### config.mk
export PLATFORM = sky130hd
export DESIGN_NAME = mips_seq_alu
export DESIGN_NICKNAME = d
export VERILOG_FILES = /design/src/rtl/mips_seq_alu.sv
export SDC_FILE = /design/constraint.sdc
export NUM_CORES = 1
export LEC_CHECK = 0
export CAP_MARGIN = 20
export CELL_PAD_IN_SITES_DETAIL_PLACEMENT = 0
export CELL_PAD_IN_SITES_GLOBAL_PLACEMENT = 1
export CORE_MARGIN = 1.5
export CORE_UTILIZATION = 30
export CTS_BUF_LIST = sky130_fd_sc_hd__clkbuf_8
export DETAILED_ROUTE_END_ITERATION = 10
export DONT_BUFFER_PORTS = 1
export GPL_ROUTABILITY_DRIVEN = 0
export GPL_TIMING_DRIVEN = 1
export PLACE_DENSITY = 0.62
export SLEW_MARGIN = 25
export SYNTH_ARGS = -nofsm -noshare
export SYNTH_HDL_FRONTEND = slang
export SYNTH_SLANG_ARGS = --single-unit
export TNS_END_PERCENT = 20
### constraint.sdc
create_clock -name CLK -period 17.55 [get_ports CLK]
set_input_delay 2.6325 -clock CLK [delete_from_list [all_inputs] [get_ports CLK]]
set_output_delay 2.6325 -clock CLK [all_outputs]
set_load 0.01 [all_outputs]
### src/rtl/mips_seq_alu.sv
// mips_seq_alu: registered MIPS ALU with a valid/ready issue port and an
// iterative multiply/divide unit that owns the architectural HI/LO registers.
//
// Handshake: an operation is accepted on a rising CLK edge where
// in_valid && in_ready; in_ready is high only while the FSM is in IDLE, and
// in_valid is ignored otherwise (nothing is queued). out_valid is a single-cycle
// pulse marking the cycle in which ALUOut/Zero/Overflow/DivZero/HI/LO are final.
module mips_seq_alu #(
    parameter int WIDTH = 32,
    parameter int CNT_W = 6
) (
    input  logic             CLK,
    input  logic             RESET,
    input  logic [3:0]       ALUCtl,
    input  logic [WIDTH-1:0] A,
    input  logic [WIDTH-1:0] B,
    input  logic             in_valid,
    output logic             in_ready,
    output logic             out_valid,
    output logic [WIDTH-1:0] ALUOut,
    output logic             Zero,
    output logic             Overflow,
    output logic             DivZero,
    output logic [WIDTH-1:0] HI,
    output logic [WIDTH-1:0] LO,
    output logic [1:0]       dbg_state
);

    localparam logic [3:0] OP_AND   = 4'd0;
    localparam logic [3:0] OP_OR    = 4'd1;
    localparam logic [3:0] OP_ADD   = 4'd2;
    localparam logic [3:0] OP_XOR   = 4'd3;
    localparam logic [3:0] OP_SLTU  = 4'd4;
    localparam logic [3:0] OP_SUB   = 4'd6;
    localparam logic [3:0] OP_SLT   = 4'd7;
    localparam logic [3:0] OP_MULT  = 4'd8;
    localparam logic [3:0] OP_MULTU = 4'd9;
    localparam logic [3:0] OP_DIV   = 4'd10;
    localparam logic [3:0] OP_DIVU  = 4'd11;
    localparam logic [3:0] OP_NOR   = 4'd12;
    localparam logic [3:0] OP_MFHI  = 4'd13;
    localparam logic [3:0] OP_MFLO  = 4'd14;

    typedef enum logic [1:0] {
        S_IDLE = 2'd0,
        S_MUL  = 2'd1,
        S_DIV  = 2'd2,
        S_FIX  = 2'd3
    } state_t;

    state_t r_state;
    state_t w_state_nx;

    // Multiply: r_acc = {partial high, multiplier shifting out}.
    // Divide:   r_acc = {partial remainder, dividend shifting into quotient}.
    // Divide by zero: r_acc = {A, all ones}, copied straight to HI/LO at FIX.
    logic [2*WIDTH-1:0] r_acc;
    logic [WIDTH-1:0]   r_opb;      // |multiplicand| or |divisor|
    logic [CNT_W-1:0]   r_cnt;
    logic               r_is_mul;
    logic               r_dz;
    logic               r_neg_q;    // product/quotient must be negated
    logic               r_neg_r;    // remainder must be negated (A was negative)

    logic               w_accept;
    logic               w_is_mul;
    logic               w_is_div;
    logic               w_b_zero;
    logic               w_signed_op;
    logic               w_a_neg;
    logic               w_b_neg;
    logic [WIDTH-1:0]   w_abs_a;
    logic [WIDTH-1:0]   w_abs_b;
    logic [WIDTH-1:0]   w_sum;
    logic [WIDTH-1:0]   w_diff;
    logic [WIDTH-1:0]   w_simple_res;
    logic               w_simple_ovf;
    logic               w_last;
    logic [WIDTH-1:0]   w_addend;
    logic [WIDTH:0]     w_mul_add;
    logic [2*WIDTH-1:0] w_mul_next;
    logic [WIDTH:0]     w_trial;
    logic [2*WIDTH-1:0] w_div_next;
    logic [2*WIDTH-1:0] w_prod_neg;
    logic [WIDTH-1:0]   w_quot_neg;
    logic [WIDTH-1:0]   w_rem_neg;
    logic [WIDTH-1:0]   w_fix_hi;
    logic [WIDTH-1:0]   w_fix_lo;

    assign w_is_mul    = (ALUCtl == OP_MULT) || (ALUCtl == OP_MULTU);
    assign w_is_div    = (ALUCtl == OP_DIV)  || (ALUCtl == OP_DIVU);
    assign w_b_zero    = (B == '0);
    assign w_signed_op = (ALUCtl == OP_MULT) || (ALUCtl == OP_DIV);
    assign w_a_neg     = w_signed_op & A[WIDTH-1];
    assign w_b_neg     = w_signed_op & B[WIDTH-1];
    assign w_abs_a     = w_a_neg ? (~A + 1'b1) : A;
    assign w_abs_b     = w_b_neg ? (~B + 1'b1) : B;
    assign w_sum       = A + B;
    assign w_diff      = A - B;
    assign w_last      = (r_cnt == CNT_W'(WIDTH - 1));

    // One shift-add step: conditionally add the multiplicand to the high half,
    // then shift the whole accumulator right, keeping the carry.
    assign w_addend    = r_acc[0] ? r_opb : '0;
    assign w_mul_add   = {1'b0, r_acc[2*WIDTH-1:WIDTH]} + {1'b0, w_addend};
    assign w_mul_next  = {w_mul_add, r_acc[WIDTH-1:1]};

    // One restoring-division step: shift the next dividend bit into the
    // remainder and keep the subtraction only when it does not borrow.
    assign w_trial     = {r_acc[2*WIDTH-1:WIDTH], r_acc[WIDTH-1]} - {1'b0, r_opb};
    assign w_div_next  = w_trial[WIDTH] ? {r_acc[2*WIDTH-2:0], 1'b0}
                                        : {w_trial[WIDTH-1:0], r_acc[WIDTH-2:0], 1'b1};

    assign w_prod_neg  = ~r_acc + 1'b1;
    assign w_quot_neg  = ~r_acc[WIDTH-1:0] + 1'b1;
    assign w_rem_neg   = ~r_acc[2*WIDTH-1:WIDTH] + 1'b1;

    assign in_ready    = (r_state == S_IDLE);
    assign dbg_state   = r_state;

    // Single-cycle result and ADD/SUB signed overflow for the simple ops.
    always_comb begin
        w_simple_res = '0;
        w_simple_ovf = 1'b0;
        case (ALUCtl)
            OP_AND:  w_simple_res = A & B;
            OP_OR:   w_simple_res = A | B;
            OP_XOR:  w_simple_res = A ^ B;
            OP_NOR:  w_simple_res = ~(A | B);
            OP_ADD: begin
                w_simple_res = w_sum;
                w_simple_ovf = (A[WIDTH-1] == B[WIDTH-1]) && (w_sum[WIDTH-1] != A[WIDTH-1]);
            end
            OP_SUB: begin
                w_simple_res = w_diff;
                w_simple_ovf = (A[WIDTH-1] != B[WIDTH-1]) && (w_diff[WIDTH-1] != A[WIDTH-1]);
            end
            OP_SLTU: w_simple_res = {{(WIDTH-1){1'b0}}, (A < B)};
            OP_SLT:  w_simple_res = {{(WIDTH-1){1'b0}}, ($signed(A) < $signed(B))};
            OP_MFHI: w_simple_res = HI;
            OP_MFLO: w_simple_res = LO;
            default: w_simple_res = '0;
        endcase
    end

    // Sign correction of the finished magnitude result, applied in FIX.
    always_comb begin
        w_fix_hi = r_acc[2*WIDTH-1:WIDTH];
        w_fix_lo = r_acc[WIDTH-1:0];
        if (r_is_mul) begin
            if (r_neg_q) begin
                w_fix_hi = w_prod_neg[2*WIDTH-1:WIDTH];
                w_fix_lo = w_prod_neg[WIDTH-1:0];
            end
        end else if (!r_dz) begin
            if (r_neg_q) w_fix_lo = w_quot_neg;
            if (r_neg_r) w_fix_hi = w_rem_neg;
        end
    end

    // Next-state logic for the multiply/divide sequencer.
    always_comb begin
        w_state_nx = r_state;
        w_accept   = 1'b0;
        case (r_state)
            S_IDLE: begin
                if (in_valid) begin
                    w_accept = 1'b1;
                    if (w_is_mul)      w_state_nx = S_MUL;
                    else if (w_is_div) w_state_nx = w_b_zero ? S_FIX : S_DIV;
                end
            end
            S_MUL:   if (w_last) w_state_nx = S_FIX;
            S_DIV:   if (w_last) w_state_nx = S_FIX;
            S_FIX:   w_state_nx = S_IDLE;
            default: w_state_nx = S_IDLE;
        endcase
    end

    // State register.
    always_ff @(posedge CLK or posedge RESET) begin
        if (RESET) r_state <= S_IDLE;
        else       r_state <= w_state_nx;
    end

    // Operand latching, iteration datapath, HI/LO and registered outputs.
    always_ff @(posedge CLK or posedge RESET) begin
        if (RESET) begin
            r_acc     <= '0;
            r_opb     <= '0;
            r_cnt     <= '0;
            r_is_mul  <= 1'b0;
            r_dz      <= 1'b0;
            r_neg_q   <= 1'b0;
            r_neg_r   <= 1'b0;
            out_valid <= 1'b0;
            ALUOut    <= '0;
            Zero      <= 1'b0;
            Overflow  <= 1'b0;
            DivZero   <= 1'b0;
            HI        <= '0;
            LO        <= '0;
        end else begin
            out_valid <= 1'b0;
            case (r_state)
                S_IDLE: begin
                    if (w_accept) begin
                        if (w_is_mul || w_is_div) begin
                            r_cnt    <= '0;
                            r_is_mul <= w_is_mul;
                            r_dz     <= w_is_div && w_b_zero;
                            r_neg_q  <= w_a_neg ^ w_b_neg;
                            r_neg_r  <= w_a_neg;
                            r_opb    <= w_abs_b;
                            if (w_is_div && w_b_zero) r_acc <= {A, {WIDTH{1'b1}}};
                            else                      r_acc <= {{WIDTH{1'b0}}, w_abs_a};
                        end else begin
                            ALUOut    <= w_simple_res;
                            Zero      <= (w_simple_res == '0);
                            Overflow  <= w_simple_ovf;
                            DivZero   <= 1'b0;
                            out_valid <= 1'b1;
                        end
                    end
                end
                S_MUL: begin
                    r_acc <= w_mul_next;
                    r_cnt <= r_cnt + 1'b1;
                end
                S_DIV: begin
                    r_acc <= w_div_next;
                    r_cnt <= r_cnt + 1'b1;
                end
                S_FIX: begin
                    HI        <= w_fix_hi;
                    LO        <= w_fix_lo;
                    ALUOut    <= w_fix_lo;
                    Zero      <= (w_fix_lo == '0);
                    Overflow  <= 1'b0;
                    DivZero   <= r_dz;
                    out_valid <= 1'b1;
                end
                default: ;
            endcase
        end
    end

endmodule

# Yosys cells after proc, flatten, opt, wreduce, memory -nomap -nowiden
# Index checks and enable logic that the tools add are counted.
# word_totals
reg_bits,208
in_bits,71
# op_classes
add_sub_neg,10
magnitude_cmp,2
eq_ne,27
muxes,44
n_bitwise,12
reduce_logical,21
# ops
cell,n
32-bit two-way mux,13
32-bit case mux with 10 select lines,1
64-bit two-way mux,4
64-bit case mux with 3 select lines,1
32-bit inverter,5
"32-bit by 1-bit adder with 32-bit output, second input constant",4
32-bit logical NOT,3
"64-bit by 1-bit adder with 64-bit output, second input constant",1
32-bit < comparator,2
64-bit inverter,1
32-bit case mux with 2 select lines,1
32-bit by 32-bit adder with 33-bit output,1
33-bit by 32-bit subtractor with 33-bit output,1
32-bit adder,1
32-bit bitwise AND,1
32-bit bitwise OR,1
32-bit subtractor,1
32-bit bitwise XOR,1
"4-bit equality test, second input constant",7
3-bit AND reduction,5
"4-bit by 3-bit equality test with 1-bit output, second input constant",3
6-bit two-way mux,2
6-bit case mux with 2 select lines,1
1-bit two-way mux,11
other kinds (23),44

# Depth between registers and ports, before layout
# Gate-level depths: netlist of the first run.
# depth
word_depth,8
ltp_mapped,18
mapped_depth_nobuf,16

# Worst setup path after synthesis of the first run
# No wires, ideal clock.
# synth_timing
path_kind,input port to flip-flop
startpoint,input A[0]
endpoint,register Zero
arrival_time_ns,5.672
required_time_ns,17.485
path_slack_ns,11.813
path_stages,15
n_path_buf,0
path_cell_list,inv_1 ha_1 fa_1 o21bai_1 a22oi_1 or4_1 a21oi_1 o21a_1 a211oi_1 a221o_1 a21o_1 or3b_1 nor4_1 nand3_1 nand2_1
# synth_via
elab_chain_cells,7
elab_cells_between_ends,13
# synth_rtl
item,line_no,source
start: declaration,15,"input logic [WIDTH-1:0] A,"
branches (longest 2 deep; another with 32-bit subtractor),--,
32-bit case mux with 10 select lines (*),125,case (ALUCtl)
32-bit logical NOT (*),219,Zero <= (w_simple_res == '0);
1-bit two-way mux (*),208,if (w_is_mul || w_is_div) begin
1-bit two-way mux (*),207,if (w_accept) begin
1-bit case mux with 2 select lines (*),205,case (r_state)
end signal: assignment,219,
end signal: assignment,238,Zero <= (w_fix_lo == '0);
end: declaration,21,"output logic Zero,"
# Every way passes the cells marked *. The select of a mux whose other input is x is not followed.
# A chain may end at the register's enable or synchronous reset.

# Worst setup path in the final report of the first run
# Ends and elaborated chain as after synthesis.

==> metrics.txt, run 1 <==
Synth async-reset ratio 100%; first-pass GRT wire length 147 mm; syn_nets 3057; ratio of cells with drive above 1 in the final layout 6.96%; CP Capture Type register; standard-cell rows 98; via count 22500; worst-margin pin slew 1.06 ns; Fill cells 7599; Yosys top cell area share 24.2%; Synth area leader dfrtp_1; Initial Util 30.2%; clock root cell clkbuf_8; total power 4.47 mW; CTS tree done; Reg2Reg Launch Point r_acc[31]; Seq/Total Area, Yosys 24.2%; Reg2Reg Setup Slack 12.06 ns; Design Area, Final 23300 um^2; Final nets 2970; Clock Latency Late Sink 0.66 ns; Mapped Avg Cell Area 7.69 um^2; Synth Cell Area 21500 um^2; Worst Hold Class reg -> reg; Post-Layout Cell Count 3698; post-placement cell area 22400 um^2; largest net degree at the start of global routing 82; gate count of the mapped netlist 2800; H-tree Lvls 2; maximum resistive drop on vdd 94.7 uV; Hold WS 0.485 ns; main flop type after synthesis dfrtp_1; register bit total from synthesis 208; DP HPWL 76.8 mm; Synth warnings 0; WHS Endpoint r_opb[8]; clock skew 0.0507 ns; Setup Buffers After CTS 0; Wirelength per Cell 27.1 um; main area contributors after synthesis dfrtp_1 24%, ha_1 11%, a21oi_1 5.6%, o21ai_0 5.3%, xnor2_1 5.3%; Max-slew headroom 28.8%; Slowest cell on crit path or4_1; Startpoint Class input pin; vias in the first global route 21700; CP max stage delay 0.57 ns; Port Buf Inserts 0; hold depth 2; Worst-path clk slew 0.06 ns; WP data required 18.13 ns; Detailed Route Iter0 Violations 2341; Lkg Pwr 9.72 nW; clk buf depth 3; pins over their slew limit 0; DR vias/cell 6.07; drt drc 0; status finished clean; Finish-stage setup viols 0; CTS resizes 0; Max Freq 166 MHz; gr ovfl total 0; worst r2r dst r_acc[58]; unrepaired setup endpoints after global routing false; min-delay src r_opb[8]; Power per Cell Area 192 nW/um^2; Worst Path Max Fanout 4; All-Layer GR Usage 26.5%; chip width 271 um; Final ANT Viol Nets 0; Post-CTS Hold Buffers 0; Final Critical Period 6.04 ns; Post-Route Setup TNS 0 ns; Pre-antenna DRT Iters 6; Period Utilization, post-route 34.4%; critical path type in -> reg; Synth-to-Final Area Change 8.16%; EDFF count, synth 0; Synth cell types 90; Critical Path AT 6.62 ns; Reg2Reg Depth 16; Core Area 71200 um^2; initial antenna violation count 3; fin util 32.7%; Setup WS post-layout 11.51 ns; clock sink total 208; pre-CTS WS 10.98 ns; final WL 100 mm; DP Cell Count 3621; # Max-Cap Violations 0; Critical Path, Cell by Cell inv_1 -> ha_1 -> fa_1 -> o21bai_1 -> a22oi_1 -> or4_1 -> a21oi_1 -> o21a_1 -> a211oi_1 -> a221o_1 -> a21o_1 -> or3b_1 -> nor4_1 -> nand3_1 -> nand2_1; full die area 73400 um^2; cts bufs inserted 40; Die Ht 271 um; final hold vios 0; Ports 174
==> critical path, delay by kind of cell <==
| kind | cells | cell delay, ns |
|---|---|---|
| fa+ha+maj | 2 | 0.65 |
| compound gates | 7 | 1.80 |
| simple gates | 5 | 1.45 |
| buf+inv | 1 | 0.07 |
==> cell usage in the layout (no fill, tap or decap), types with 43 or more instances in the layout <==
cell and instances:
nand2_1 251, nor2_1 249, a21oi_1 242, o21ai_0 228, dfrtp_1 208, ha_1 178, inv_1 165, xnor2_1 130
a221oi_1 72, nor3_1 70, a22oi_1 68, nand3_1 63, a21o_1 59, xor2_1 54, o21a_1 51, clkbuf_8 50
buf_4 43
==> cell families after synthesis <==
| group | synth area share (%) |
|---|---|
| mux | 1.89 |
| simple gates | 18.2 |
| fa+ha+maj | 10.9 |
| flops | 24.2 |
| xor+xnor | 7.48 |
| buf+inv | 6.29 |
| compound gates | 31.0 |
==> layout make-up <==
type / instances / area [um^2] / area share [%]
diodes: 5 / 12.5 / 0.0537
clock buffers: 50 / 688 / 2.95
clock inverters: 22 / 210 / 0.902
inverters: 160 / 608 / 2.61
multi-input cells: 2259 / 15100 / 64.6
flip-flops and latches: 208 / 5200 / 22.3
well taps: 950 / 1190 / 5.10
repair buffers: 44 / 334 / 1.43
==> worst max path at each step <==
stage,from,endpoint,slack (ns),cells after the start
after floorplan,RESET,ALUOut[0],9.24,1
after global placement,A[0],Zero,11.00,15
after detailed placement,A[0],Zero,10.98,15
after CTS,A[0],Zero,11.63,15
after global routing,A[0],Zero,11.36,16
final,A[0],Zero,11.51,15
==> cell usage after synthesis (21+ instances only) <==
cell / instances
a211oi_1: 37
a21o_1: 60
a21oi_1: 243
a221oi_1: 72
a22oi_1: 68
a31oi_1: 34
clkbuf_1: 136
dfrtp_1: 208
ha_1: 182
inv_1: 160
mux2_2: 30
nand2_1: 252
nand2b_1: 25
nand3_1: 64
nand4_1: 22
nor2_1: 252
nor3_1: 74
nor4_1: 36
o211ai_1: 21
o21a_1: 51
o21ai_0: 228
o31ai_1: 37
xnor2_1: 130
xor2_1: 54
==> state kept, by name, indices dropped and copies added, names as in the netlist <==
signal,flops
ALUOut,32
Overflow,1
out_valid,1
LO,32
r_acc,64
r_cnt,6
Zero,1
DivZero,1
r_dz,1
r_opb,32
HI,32
r_neg_q,1
dbg_state,2
r_neg_r,1
r_is_mul,1
==> power by group <==
group | internal, mW | switching [mW]
logic | 1.07 | 1.66
clock network | 0.317 | 0.252
registers | 0.722 | 0.443
==> per-layer routing <==
layer / GRT usage, % / vias up / routed length [um] / share of wire, %
li1: - / 10100 / - / -
met3: 5.38 / 258 / 8990 / 9.0
met1: 34.2 / 11000 / 41400 / 41
met5: 0 / - / 0 / 0
met4: 13.3 / 0 / 5440 / 5.4
met2: 41.7 / 1147 / 44500 / 44
No activity file was read; power rests on OpenSTA's default activity.
==> inputs of run 2 (changes only) <==
==> constraint.sdc (replaced) <==
create_clock -name CLK -period 5.7 [get_ports CLK]
set_input_delay 0.855 -clock CLK [delete_from_list [all_inputs] [get_ports CLK]]
set_output_delay 0.855 -clock CLK [all_outputs]
set_load 0.01 [all_outputs]
==> run 2 against run 1 <==
  * Die area unchanged
  * Core utilization up 0.095 points
  * Wire length down 0.51%
  * Sequential share of layout area down 0.065 points
  * Cell area up 0.29%
  * Worst setup slack worse by 10 ns
  * Non-clock buffer count up 5
  * First-iteration DRC count down 0.94%
==> metrics.txt, run 2 (synthesized netlist as in run 1, its figures left out) <==
Detailed Route Iter0 Violations 2319 (-0.94%); Top Metal Used met4; Ports 174 (unchanged); met3 WL 8.58 mm (-4.5%); Final nets 2976 (+0.20%); final hold vios 0 (unchanged); CP Capture Type register; standard-cell rows 98 (unchanged); Power per Cell Area 591 nW/um^2 (+210%); clk buf depth 3 (unchanged); gr ovfl total 0 (unchanged); clock root cell clkbuf_8; total power 13.8 mW (+210%); Pre-antenna DRT Iters 6 (unchanged); CTS tree done; Design Area, Final 23400 um^2 (+0.29%); first-pass GRT wire length 147 mm (-0.20%); Max-slew headroom 24.5% (-4.3 points); Finish-stage setup viols 0 (unchanged); Worst Path Max Fanout 43 (+39); # Max-Cap Violations 0 (unchanged); status finished clean; Final Critical Period 4.65 ns; worst-margin pin slew 1.13 ns (+0.0687 ns); largest net degree at the start of global routing 132 (+61%); full die area 73400 um^2 (unchanged); Critical Path AT 5.16 ns (-1.46 ns); maximum resistive drop on vdd 372 uV (+290%); Worst-path clk slew 0.08 ns (+0.02 ns); Startpoint Class register; Lkg Pwr 9.75 nW (+0.25%); Crit. Startpoint r_acc[31]; Synth-to-Final Area Change 8.47%; H-tree Lvls 2 (unchanged); initial antenna violation count 1 (-2); vias in the first global route 21500 (-0.78%); Post-Route Setup TNS 0 ns (unchanged); CTS resizes 0 (unchanged); most frequent cells in the layout 251 x nand2_1, 249 x nor2_1, 242 x a21oi_1; Max Freq 215 MHz; pins over their slew limit 0 (unchanged); M1 wire length 41.6 mm (+0.32%); Core Area 71200 um^2 (unchanged); Reg2Reg Launch Point r_acc[31]; Worst Hold Class in -> async; WL met2 44.7 mm (+0.32%); DP HPWL 77.6 mm (+1.1%); Setup Buffers After CTS 0 (unchanged); Period Utilization, post-route 81.6%; Wirelength per Cell 27.0 um (-0.62%); Die Ht 271 um (unchanged); DR vias/cell 6.07 (-0.13%); WP data required 6.21 ns (-11.92 ns); Port Buf Inserts 0 (unchanged); Initial Util 30.2% (unchanged); final WL 99.9 mm (-0.51%); unrepaired setup endpoints after global routing false; cts bufs inserted 41 (+2.5%); clock skew 0.0451 ns (-0.00562 ns); All-Layer GR Usage 26.4% (-0.081 points); clock sink total 208 (unchanged); Post-CTS Hold Buffers 0 (unchanged); post-placement cell area 22500 um^2 (+0.37%); max reg flops 64 (unchanged); chip width 271 um (unchanged); Final ANT Viol Nets 0 (unchanged); via count 22500 (-0.018%); Reg with most FFs r_acc; Clock Latency Late Sink 0.65 ns (about the same); ratio of cells with drive above 1 in the final layout 7.23% (+0.27 points); commonest non-fill, non-tap cell in the layout nand2_1; drt drc 0 (unchanged); critical path type reg -> reg
run 2: changes by cell type in the layout (fill, tap and decap cells not counted), sizes merged:
cell,change
buf,+5
diode,-4
clkinvlp,+3
bufinv,-2
clkinv,+2
run 2: final cells by class:
class / count / area, um^2
diodes: 1 / 2.50
clock buffers: 50 / 688
clock inverters: 25 / 201
fillers: 7539 / 47900
inverters: 160 / 604
multi-input cells: 2259 / 15100
flip-flops and latches: 208 / 5200
well taps: 950 / 1190
repair buffers: 49 / 405
run 2: through the flow:
stage                     hold slack (ns)  worst slack [ns]  utilization, %  cells
after global routing                0.173             0.723            32.8   3702
final                               0.147              1.05            32.8   3702
after detailed placement            0.475             0.948            31.5   3626
after CTS                           0.125              1.11            32.8   3701
after floorplan                     0.449              1.74               -   2800
after global placement              0.468             0.879            31.5   3626
run 2: worst paths after layout:
check	slack [ns]	cells after the start	endpoint
min in group CLK	0.36	1	r_is_mul
worst min register to register	0.49	2	r_opb[30]
worst min-delay path	0.15	1	LO[0]
worst max-delay path	1.05	16	r_acc[58]
worst max register to register	1.05	16	r_acc[58]
max in group asynchronous	4.32	2	r_acc[56]
run 2: where the power goes:
group	total, mW	internal (mW)	switching, mW
logic	8.56	3.35	5.21
registers	3.55	2.22	1.32
clock network	1.71	0.901	0.805
run 2: per-layer routing:
metal,track usage [%],vias to the layer above
met1,34.6,11000
met3,4.85,232
li1,-,10100
met5,0,-
met2,42.3,1148
met4,11.5,0
run 2: worst max-delay path, cell delays in order (launching register included):
cell and delay, ns:
dfrtp_1 0.38, inv_1 0.11, ha_1 0.20, inv_1 0.06, fa_1 0.42, a211oi_1 0.33
o211ai_1 0.18, a41o_1 0.32, a211oi_1 0.53, a31oi_1 0.26, o22ai_1 0.38, nand3_1 0.17
nand4_2 0.13, buf_12 0.23, mux2_2 0.36, a221oi_1 0.33, nor3_1 0.10
==> patch: new RTL, config.mk and constraints of run 2 <==
The parameter `WIDTH` goes from 32 to 40.
--- a/src/rtl/mips_seq_alu.sv
+++ b/src/rtl/mips_seq_alu.sv
@@ -6,7 +6,7 @@
 // in_valid is ignored otherwise (nothing is queued). out_valid is a single-cycle
 // pulse marking the cycle in which ALUOut/Zero/Overflow/DivZero/HI/LO are final.
 module mips_seq_alu #(
-    parameter int WIDTH = 32,
+    parameter int WIDTH = 40,
     parameter int CNT_W = 6
 ) (
     input  logic             CLK,
Interface: changed (5 resized); port bits go from 174 to 214. No check against the original RTL was run, so the function may have changed too.
==> patch against run 2 <==
  * Sequential share of layout area down 1.0 points
  * Area after synthesis rose by 29%
  * Power is 23% higher
  * Cell area up 29%
  * Wire length grew 33%
  * Count of clock-buffer cells in the layout increased by 16
  * Sequential cell count increased by 48
  * Worst setup slack worse by 410 ps
  * Hold slack got worse by 24 ps
  * Highest routed layer is now met5
==> patch: results (changes against run 2) <==
result of the run finished, final reports clean; cells taking the most area after synthesis dfrtp_1 23%, ha_1 9.6%, xnor2_1 5.2%; Synthesized Nets 3,921 (+28%); arrival time at the worst endpoint 5610 ps (+450 ps); routed wire length on met2 57,000 µm (+28%); layout net count 3,811 (+28%); placed cell areas 29,000 µm² (+29%); max FFs per register 80 (+25%); clock latency at the later pin of the worst-skew pair 710 ps (+60 ps); clock transition time at the flip-flop clock pins of the worst setup and hold paths 60 ps (-20 ps); reg-to-reg critical path endpoint r_acc[40]$_DFFE_PP0P_; reg-to-reg setup timing slack 640 ps (-410 ps); Max Fanout on Critical Path 39 (-9.3%); reg2reg start r_acc[39]$_DFFE_PP0P_; static power due to leakage 12.7 nW (+30%); All-Layer GR Usage 27.2% (+0.75 points); via count of the first global-routing pass 27,100 (+26%); CTS buffer count 51 (+24%); total placed cells including tap cells 4,696 (+30%); routed length per placed instance 27.7 µm (+2.8%); internal cell power 7.93 mW (+22%); sequential cell fraction of total power 25.2% (-0.5 points); worst slew margin relative to its limit 27.6% (+3.2 points); Worst VDD drop 0.465 mV (+25%); power drawn by the sequential cells 4.27 mW (+20%); global routing usage on met2 40.9% (-1.4 points); part of the Yosys area used for sequential elements 23.0% (-1.2 points); routed metal-1 wire length 55,500 µm (+34%); Critical Path Max Stage Delay 590 ps (+60 ps); clock group share of total power 13.1% (+0.7 points); met1 GRT Util 35.4% (+0.82 points); hpwl dp 105,000 µm (+35%); Setup Slack @ Placement 620 ps (-328 ps); number of cells traversed by the worst register-to-register path 18 (+2); Post-Route WL 133,000 µm (+33%); share of the synthesized area in the top cell type 23.0% (-1.2 points); maximum number of pins on one net before global-route repair 130 (-1.5%); met3 layer wire length in the routed design 14,600 µm (+70%); Avg Vias per Cell 5.98 (-1.4%); Cells after Synth 3,616 (+29%); most used standard cells in the synthesized netlist 362 x nand2_1, 308 x nor2_1, 283 x o21ai_0, 275 x a21oi_1, 256 x dfrtp_1; met3 demand-to-capacity share in global routing 8.82% (+4.0 points); Netlist cell types 117 (+30%); worst clock skew 36.8 ps (-8.34 ps); layout filler cell count 10,000 (+33%); cell with the largest stage delay on the worst path o31ai_1; final hold slack 122 ps (-24.3 ps)
==> patch: changes by cell type in the layout (fill, tap and decap cells not counted), sizes merged, moves of 21 or more <==
cell | before | now
inv | 166 | 219
a21o | 61 | 94
dfrtp | 208 | 256
o21ai | 232 | 304
a21oi | 243 | 279
xnor2 | 130 | 164
ha | 182 | 214
nand2 | 253 | 363
nor2b | 18 | 39
nor2 | 253 | 309
==> patch: worst max path at each step <==
stage | slack (ps) | to | from
6_report | 640 | r_acc[40]$_DFFE_PP0P_ | r_acc[39]$_DFFE_PP0P_
3_3_place_gp | 700 | Zero$_DFFE_PP0P_ | A[0]
5_1_grt | 420 | r_acc[40]$_DFFE_PP0P_ | r_acc[39]$_DFFE_PP0P_
4_1_cts | 770 | r_acc[40]$_DFFE_PP0P_ | r_acc[39]$_DFFE_PP0P_
2_1_floorplan | 1470 | ALUOut[0]$_DFFE_PP0P_ | RESET
3_5_place_dp | 620 | Zero$_DFFE_PP0P_ | A[0]
==> patch: cell families after synthesis <==
| logic type | after synthesis | share of synthesized area (%) |
|---|---|---|
| flops | 256 | 23.0 |
| fa+ha+maj | 218 | 9.90 |
| xor+xnor | 222 | 6.98 |
| mux | 75 | 2.92 |
| buf+inv | 436 | 6.83 |
| compound gates | 1292 | 31.1 |
| simple gates | 1117 | 19.3 |
==> patch: cell type report <==
cell class | instances | area, µm² | share of cell area, %
sequential | 256 | 6410 | 21.3
inverter | 207 | 781 | 2.59
clock inverter | 26 | 235 | 0.781
multi-input combinational | 2924 | 19700 | 65.3
antenna | 2 | 5.00 | 0.0166
clock buffer | 66 | 908 | 3.02
tap | 1243 | 1560 | 5.16
timing repair buffer | 66 | 558 | 1.85
